### config.mk
export PLATFORM = sky130hd
export DESIGN_NAME = rr_arbiter8
export DESIGN_NICKNAME = d
export VERILOG_FILES = /design/src/rtl/rr_arbiter8.sv
export SDC_FILE = /design/constraint.sdc
export NUM_CORES = 1
export LEC_CHECK = 0
export BUFFER_PORTS_ARGS = -buffer_cell sky130_fd_sc_hd__buf_4
export CORE_MARGIN = 1
export CORE_UTILIZATION = 35
export DETAILED_ROUTE_END_ITERATION = 10
export GPL_ROUTABILITY_DRIVEN = 0
export GPL_TIMING_DRIVEN = 0
export MAX_ROUTING_LAYER = met4
export SLEW_MARGIN = 20
export SYNTH_ARGS = -nofsm -noshare
export SYNTH_HDL_FRONTEND = slang
export SYNTH_SLANG_ARGS = --single-unit
### constraint.sdc
create_clock -name clk -period 3.4 [get_ports clk]
set_input_delay 1.02 -clock clk [delete_from_list [all_inputs] [get_ports clk]]
set_output_delay 1.02 -clock clk [all_outputs]
set_load 0.05 [all_outputs]
### src/rtl/rr_arbiter8.sv
// rr_arbiter8: round-robin arbiter for 8 requesters with a registered one-hot
// grant, its encoded index, and a starvation guard that preempts an owner
// holding longer than MAX_HOLD cycles while someone else is waiting.
module rr_arbiter8 #(
  parameter int MAX_HOLD = 4,   // 0 = never preempt
  parameter int HOLD_W   = 8
) (
  input  logic       clk,
  input  logic       rst_n,
  input  logic [7:0] req,
  output logic [7:0] gnt,
  output logic [2:0] gnt_idx,
  output logic       gnt_valid,
  output logic       switch
);

  typedef enum logic {IDLE, GRANT} state_t;

  state_t            state, state_nxt;
  logic [2:0]        ptr, ptr_nxt;
  logic [HOLD_W-1:0] hold_cnt, hold_nxt;
  logic [7:0]        gnt_nxt;
  logic [2:0]        idx_nxt;
  logic              sw_nxt;

  logic [7:0]        others;
  logic [3:0]        pick_idle, pick_hand;
  logic              release_own, preempt;

  // First set bit of r scanning start, start+1, ... (mod 8).
  // Result is {found, index}. Scanning backwards lets the nearest hit win.
  function automatic logic [3:0] rr_pick(input logic [7:0] r, input logic [2:0] start);
    logic [3:0] res;
    logic [2:0] i;
    res = '0;
    for (int k = 7; k >= 0; k--) begin
      i = start + 3'(k);
      if (r[i]) res = {1'b1, i};
    end
    return res;
  endfunction

  // Request view seen by the handoff search: the owner is excluded so a
  // preempted owner still asserting req cannot win straight back.
  always_comb begin
    others      = req & ~(8'b1 << gnt_idx);
    pick_idle   = rr_pick(req, ptr);
    pick_hand   = rr_pick(others, gnt_idx + 3'd1);
    release_own = ~req[gnt_idx];
    preempt     = (MAX_HOLD != 0) && (hold_cnt == HOLD_W'(MAX_HOLD - 1)) && (|others);
  end

  // Next-state / next-grant decision.
  always_comb begin
    state_nxt = state;
    ptr_nxt   = ptr;
    hold_nxt  = hold_cnt;
    gnt_nxt   = gnt;
    idx_nxt   = gnt_idx;
    sw_nxt    = 1'b0;
    case (state)
      IDLE: begin
        gnt_nxt = '0;
        idx_nxt = '0;
        if (pick_idle[3]) begin
          state_nxt = GRANT;
          gnt_nxt   = 8'b1 << pick_idle[2:0];
          idx_nxt   = pick_idle[2:0];
          sw_nxt    = 1'b1;
          hold_nxt  = '0;
        end
      end
      GRANT: begin
        if (release_own || preempt) begin
          ptr_nxt  = gnt_idx + 3'd1;
          hold_nxt = '0;
          if (pick_hand[3]) begin
            // back-to-back handoff, no idle bubble
            gnt_nxt = 8'b1 << pick_hand[2:0];
            idx_nxt = pick_hand[2:0];
            sw_nxt  = 1'b1;
          end else begin
            state_nxt = IDLE;
            gnt_nxt   = '0;
            idx_nxt   = '0;
          end
        end else if (hold_cnt != '1) begin
          hold_nxt = hold_cnt + 1'b1;
        end
      end
      default: begin
        state_nxt = IDLE;
        gnt_nxt   = '0;
        idx_nxt   = '0;
      end
    endcase
  end

  // State and output registers; reset release is expected to be synchronised
  // upstream.
  always_ff @(posedge clk or negedge rst_n) begin
    if (!rst_n) begin
      state    <= IDLE;
      ptr      <= '0;
      hold_cnt <= '0;
      gnt      <= '0;
      gnt_idx  <= '0;
      switch   <= 1'b0;
    end else begin
      state    <= state_nxt;
      ptr      <= ptr_nxt;
      hold_cnt <= hold_nxt;
      gnt      <= gnt_nxt;
      gnt_idx  <= idx_nxt;
      switch   <= sw_nxt;
    end
  end

  assign gnt_valid = |gnt;

endmodule

* Word level (Yosys, flattened, before mapping)
Index checks and enable logic that the tools add are counted.
** Word-level totals
- Logic and storage cells :: 125
- Register bits after elaboration :: 24
- Input bits :: 10
** Operators by class
- Muxes and demuxes :: 68
- Reduce and logical (&&, ||, !) cells :: 6
- Order comparisons :: 17
- Add/subtract/negate cells :: 16
- Shift operators :: 3
- Bitwise logic cells :: 4
- Equality and inequality tests :: 5
** Operators with widths (number)
- < comparator 3 x 4 -> 1 bit (second input constant) :: 17
- two-way mux 4 bit :: 16
- binary-select mux 1 bit (select 3 bit) :: 17
- two-way mux 8 bit :: 6
- one-hot mux 8 bit (2 select lines) :: 2
- adder 3 bit (second input constant) :: 8
- left shift 1 x 3 -> 8 bit (first input constant) :: 3
- two-way mux 1 bit :: 21
- OR reduction 8 bit :: 2
- adder 3 x 2 -> 3 bit (second input constant) :: 4
- adder 3 x 1 -> 3 bit (second input constant) :: 3
- two-way mux 3 bit :: 3
- adder 8 x 1 -> 8 bit (second input constant) :: 1
- bitwise AND 8 bit :: 1
- equality test 8 x 2 -> 1 bit (second input constant) :: 1
- inequality test 8 bit (second input constant) :: 1
- NOT 8 bit :: 1
- one-hot mux 3 bit (2 select lines) :: 1
- one-hot mux 1 bit (2 select lines) :: 2
- AND reduction 2 bit :: 2
- inequality test 3 x 1 -> 1 bit (second input constant) :: 1
- inequality test 2 x 1 -> 1 bit (second input constant) :: 1
- inequality test 2 bit (second input constant) :: 1
- NOT 1 bit :: 2
- other kinds (2) :: 2

* Logic depth before layout (Yosys ltp)
- Depth after elaboration :: 17
- Gate-level depth with buffers :: 14
- Gate-level depth less buffers :: 10

* Least setup slack after synthesis
OpenSTA, ideal clock, no wires.
- Path type :: reg-to-reg
- Start point :: register gnt_idx[0]
- End point :: register gnt_idx[1]
- Path buffers :: 2
- Cell stages (with the launch flop) :: 12
- Arrival :: 3541 ps
- Period minus slack after synthesis :: 3667 ps
- Path slack :: -267 ps
- Required time :: 3274 ps
- Cells stage by stage :: dfrtp_1 > buf_2 > inv_1 > clkbuf_1 > ha_1 > xnor2_2 > mux4_2 > o311ai_1 > o41ai_1 > o41ai_2 > nand2_1 > a221o_1
** Between the ends
- Word-level cells in the longest chain between the ends :: 16
** RTL lines
- start, declared :: RTL line 12 : output logic [2:0] gnt_idx,
- start signal, assigned :: RTL line 114 : gnt_idx <= idx_nxt;
- branches (longest 16 deep; another with adder 3 x 1 -> 3 bit)
Several ways; the timed one is not identified. The select of a mux whose other input is x is not followed.
A chain may end at the register's enable or synchronous reset.

* Final worst setup path
- Start point :: register gnt_idx[0]
- End point :: register gnt[6]
** Between the ends
- Word-level cells in the longest chain between the ends :: 17
** RTL lines
- branches (longest 17 deep; another with adder 3 x 1 -> 3 bit)
- end signal, assigned :: RTL line 113 : gnt <= gnt_nxt;
- end, declared :: RTL line 11 : output logic [7:0] gnt,
Several ways; the timed one is not identified. The select of a mux whose other input is x is not followed.

==> run summary <==
TritonCTS clock tree: built
Die height: 101 um
Syn Inst Count: 390
Synth cell types: 75
WS Path Type: reg2reg
Total grt overflow: 0
CP required: 3.58 ns
Minimum clock period: 3.31 ns
Largest net degree at the start of global routing: 25
Top cells by count, synth: nand2_1, dfrtp_1, mux2i_1
Die Area: 10300 um^2
Worst stage delay on the critical path: 0.40 ns
Slowest CP cell: dfrtp_2
CP bufs+invs: 6
Crit-path cells: buf_4 > inv_2 > buf_8 > ha_4 > clkbuf_4 > buf_4 > o221ai_1 > a211oi_1 > a31oi_1 > a311oi_1 > o41ai_2 > buf_4 > and2_1 > o31ai_1
Dpl ws: -0.435 ns
Mapped Avg Cell Area: 8.87 um^2
Layout cells sized above 1: 29.8%
Die Wd: 101 um
Number of synthesized flops with an enable pin: 0
Worst Tran Pin Value: 0.543 ns
CP arrival: 3.49 ns
Worst Clk Skew: 0.00256 ns
Vias: 3406
Tcrit/Tclk final: 97.4%
CP max FO: 12
Setup crit end kind: flop
IO Pins: 23
Initial antenna violation count: 0
Layout Nets: 441
Fin Hold WS: 0.536 ns
DRT Pass-1 Iters: 5
Setup TNS: 0 ns
H-tree depth: 1
PnR worst setup slack: 0.0901 ns
Ys flop type: dfrtp_1
Slew headroom: 63.3%
DR WL/cell: 18.9 um
Ant diodes: 0
Net Count, Synth: 411
Final slew viol count: 0
Core region area: 9420 um^2
Max_cap viols: 0
Vias per cell: 6.22
Setup violators final: 0
Status: finished clean
Top cell type's share of synthesized area: 17.4%
Hold/Removal Path Class: reg2reg
# rows: 35
Max Clk Rate: 302 MHz
Crit path max-delay family: compound AO/OA/AOI/OAI gates
CP Launch Type: flop
CTS Hold Buffers Added: 0
Largest area contributor in the netlist: dfrtp_1
First-pass GRT wire length: 16.9 mm
Clock buffer depth: 2
IO buf count: 22
TritonCTS Buffers: 3
Root buffer cell: clkbuf_8
#FFs+latches synth: 24
Yosys warning count: 0
Vias in the first global route: 3356
Final WL: 10.4 mm
Register area share after synthesis: 17.4%
Tot GR Track Use: 21.7%
R2R Setup Slk: 0.09 ns
Cell area after synthesis: 3460 um^2
Antenna viol nets, final: 0
Starting Density: 36.7%
Crit-path most repeated cell: buf_4
Residual DRC: 0
Worst-skew pair later-pin latency: 0.27 ns
Clock transition at the registers of the reported paths: 0.09 ns
Area grow syn2layout: 17.7%
Fin. Hold Viols: 0
DRT iter0 DRCs: 195
Area contributors post-synth: dfrtp_1, mux4_2, mux2i_1
CTS Sinks: 24
Post-DP HPWL: 7.88 mm
Most frequent cell after synthesis: nand2_1
Ys async rst share: 100%
-- metal layers --
layer	GRT usage, %	vias up	wire length, um
li1	-	1599	-
met1	26.0	1701	4360
met2	38.3	88	5370
met3	2.55	18	404
met4	6.13	0	228
met5	-	-	0
-- worst register-to-register path, cell delays in order, from the launching register on --
cell,delay (ns)
dfrtp_2,0.40
buf_4,0.19
inv_2,0.08
buf_8,0.15
ha_4,0.34
clkbuf_4,0.22
buf_4,0.20
o221ai_1,0.16
a211oi_1,0.25
a31oi_1,0.09
a311oi_1,0.38
o41ai_2,0.17
buf_4,0.15
and2_1,0.20
o31ai_1,0.24
-- layout make-up --
| cell class | instances | area, um^2 |
|---|---|---|
| buffer | 21 | 153 |
| clock buffer | 3 | 41.3 |
| clock inverter | 1 | 30.0 |
| fill | 926 | 5350 |
| inverter | 19 | 73.8 |
| multi-input combinational | 324 | 2800 |
| sequential | 24 | 604 |
| tap | 129 | 161 |
| timing repair buffer | 27 | 203 |
-- final timing paths --
path / startpoint / end / cells past startpoint
max in group asynchronous: rst_n / gnt_idx[0] / 1
min in group asynchronous: rst_n / hold_cnt[4] / 1
min: gnt[2] / gnt[2] / 2
max: gnt_idx[0] / gnt[6] / 14
max reg2reg: gnt_idx[0] / gnt[6] / 14
min reg2reg: gnt[2] / gnt[2] / 2
-- placed cells by master, fill, tap and decap left out, drive strengths merged, types with 10 or more instances in the layout --
cell type and n:
nor2 17, mux2 14, dfrtp 24, nand3 11
mux4 18, buf 44, o31ai 11, nand2b 10
mux2i 20, ha 11, a21oi 15, o21ai 18
nand2 31, inv 19
-- per-stage QoR --
stage / utilization [%] / cell area (um^2) / std cells
floorplan: - / 3470 / 390
global placement: 40.4 / 3800 / 541
detailed placement: 40.4 / 3800 / 541
CTS: 41.8 / 3940 / 545
global route: 43.2 / 4070 / 548
finish: 43.2 / 4070 / 548
-- sequential cells by signal (all words and copies together), names as in the netlist --
name      flops
gnt           8
hold_cnt      8
gnt_idx       3
ptr           3
state         1
switch        1
-- cells by family (layout without fill, tap and decap cells) --
family                     Yosys count  in the layout  share of synthesized area (%)
adders and majority gates           11             11                           3.98
and+or+nand+nor                    120            120                           18.8
AOI/OAI and AO/OA                  133            133                           28.8
muxes                               52             52                           22.5
xor gates and xnor gates             8              8                           2.68
DFF                                 24             24                           17.4
buffers and inverters               42             71                           5.90
-- what timing repair did --
item                                    4_1_cts  5_1_grt
buffers inserted                              2        3
gates resized for setup                      17       29
pin swaps                                     3        4
endpoints found under the setup margin       20       15
Power is left out: the tool's default activity adds up to more than one toggle a clock period on the data nets, which glitch-free logic cannot reach.
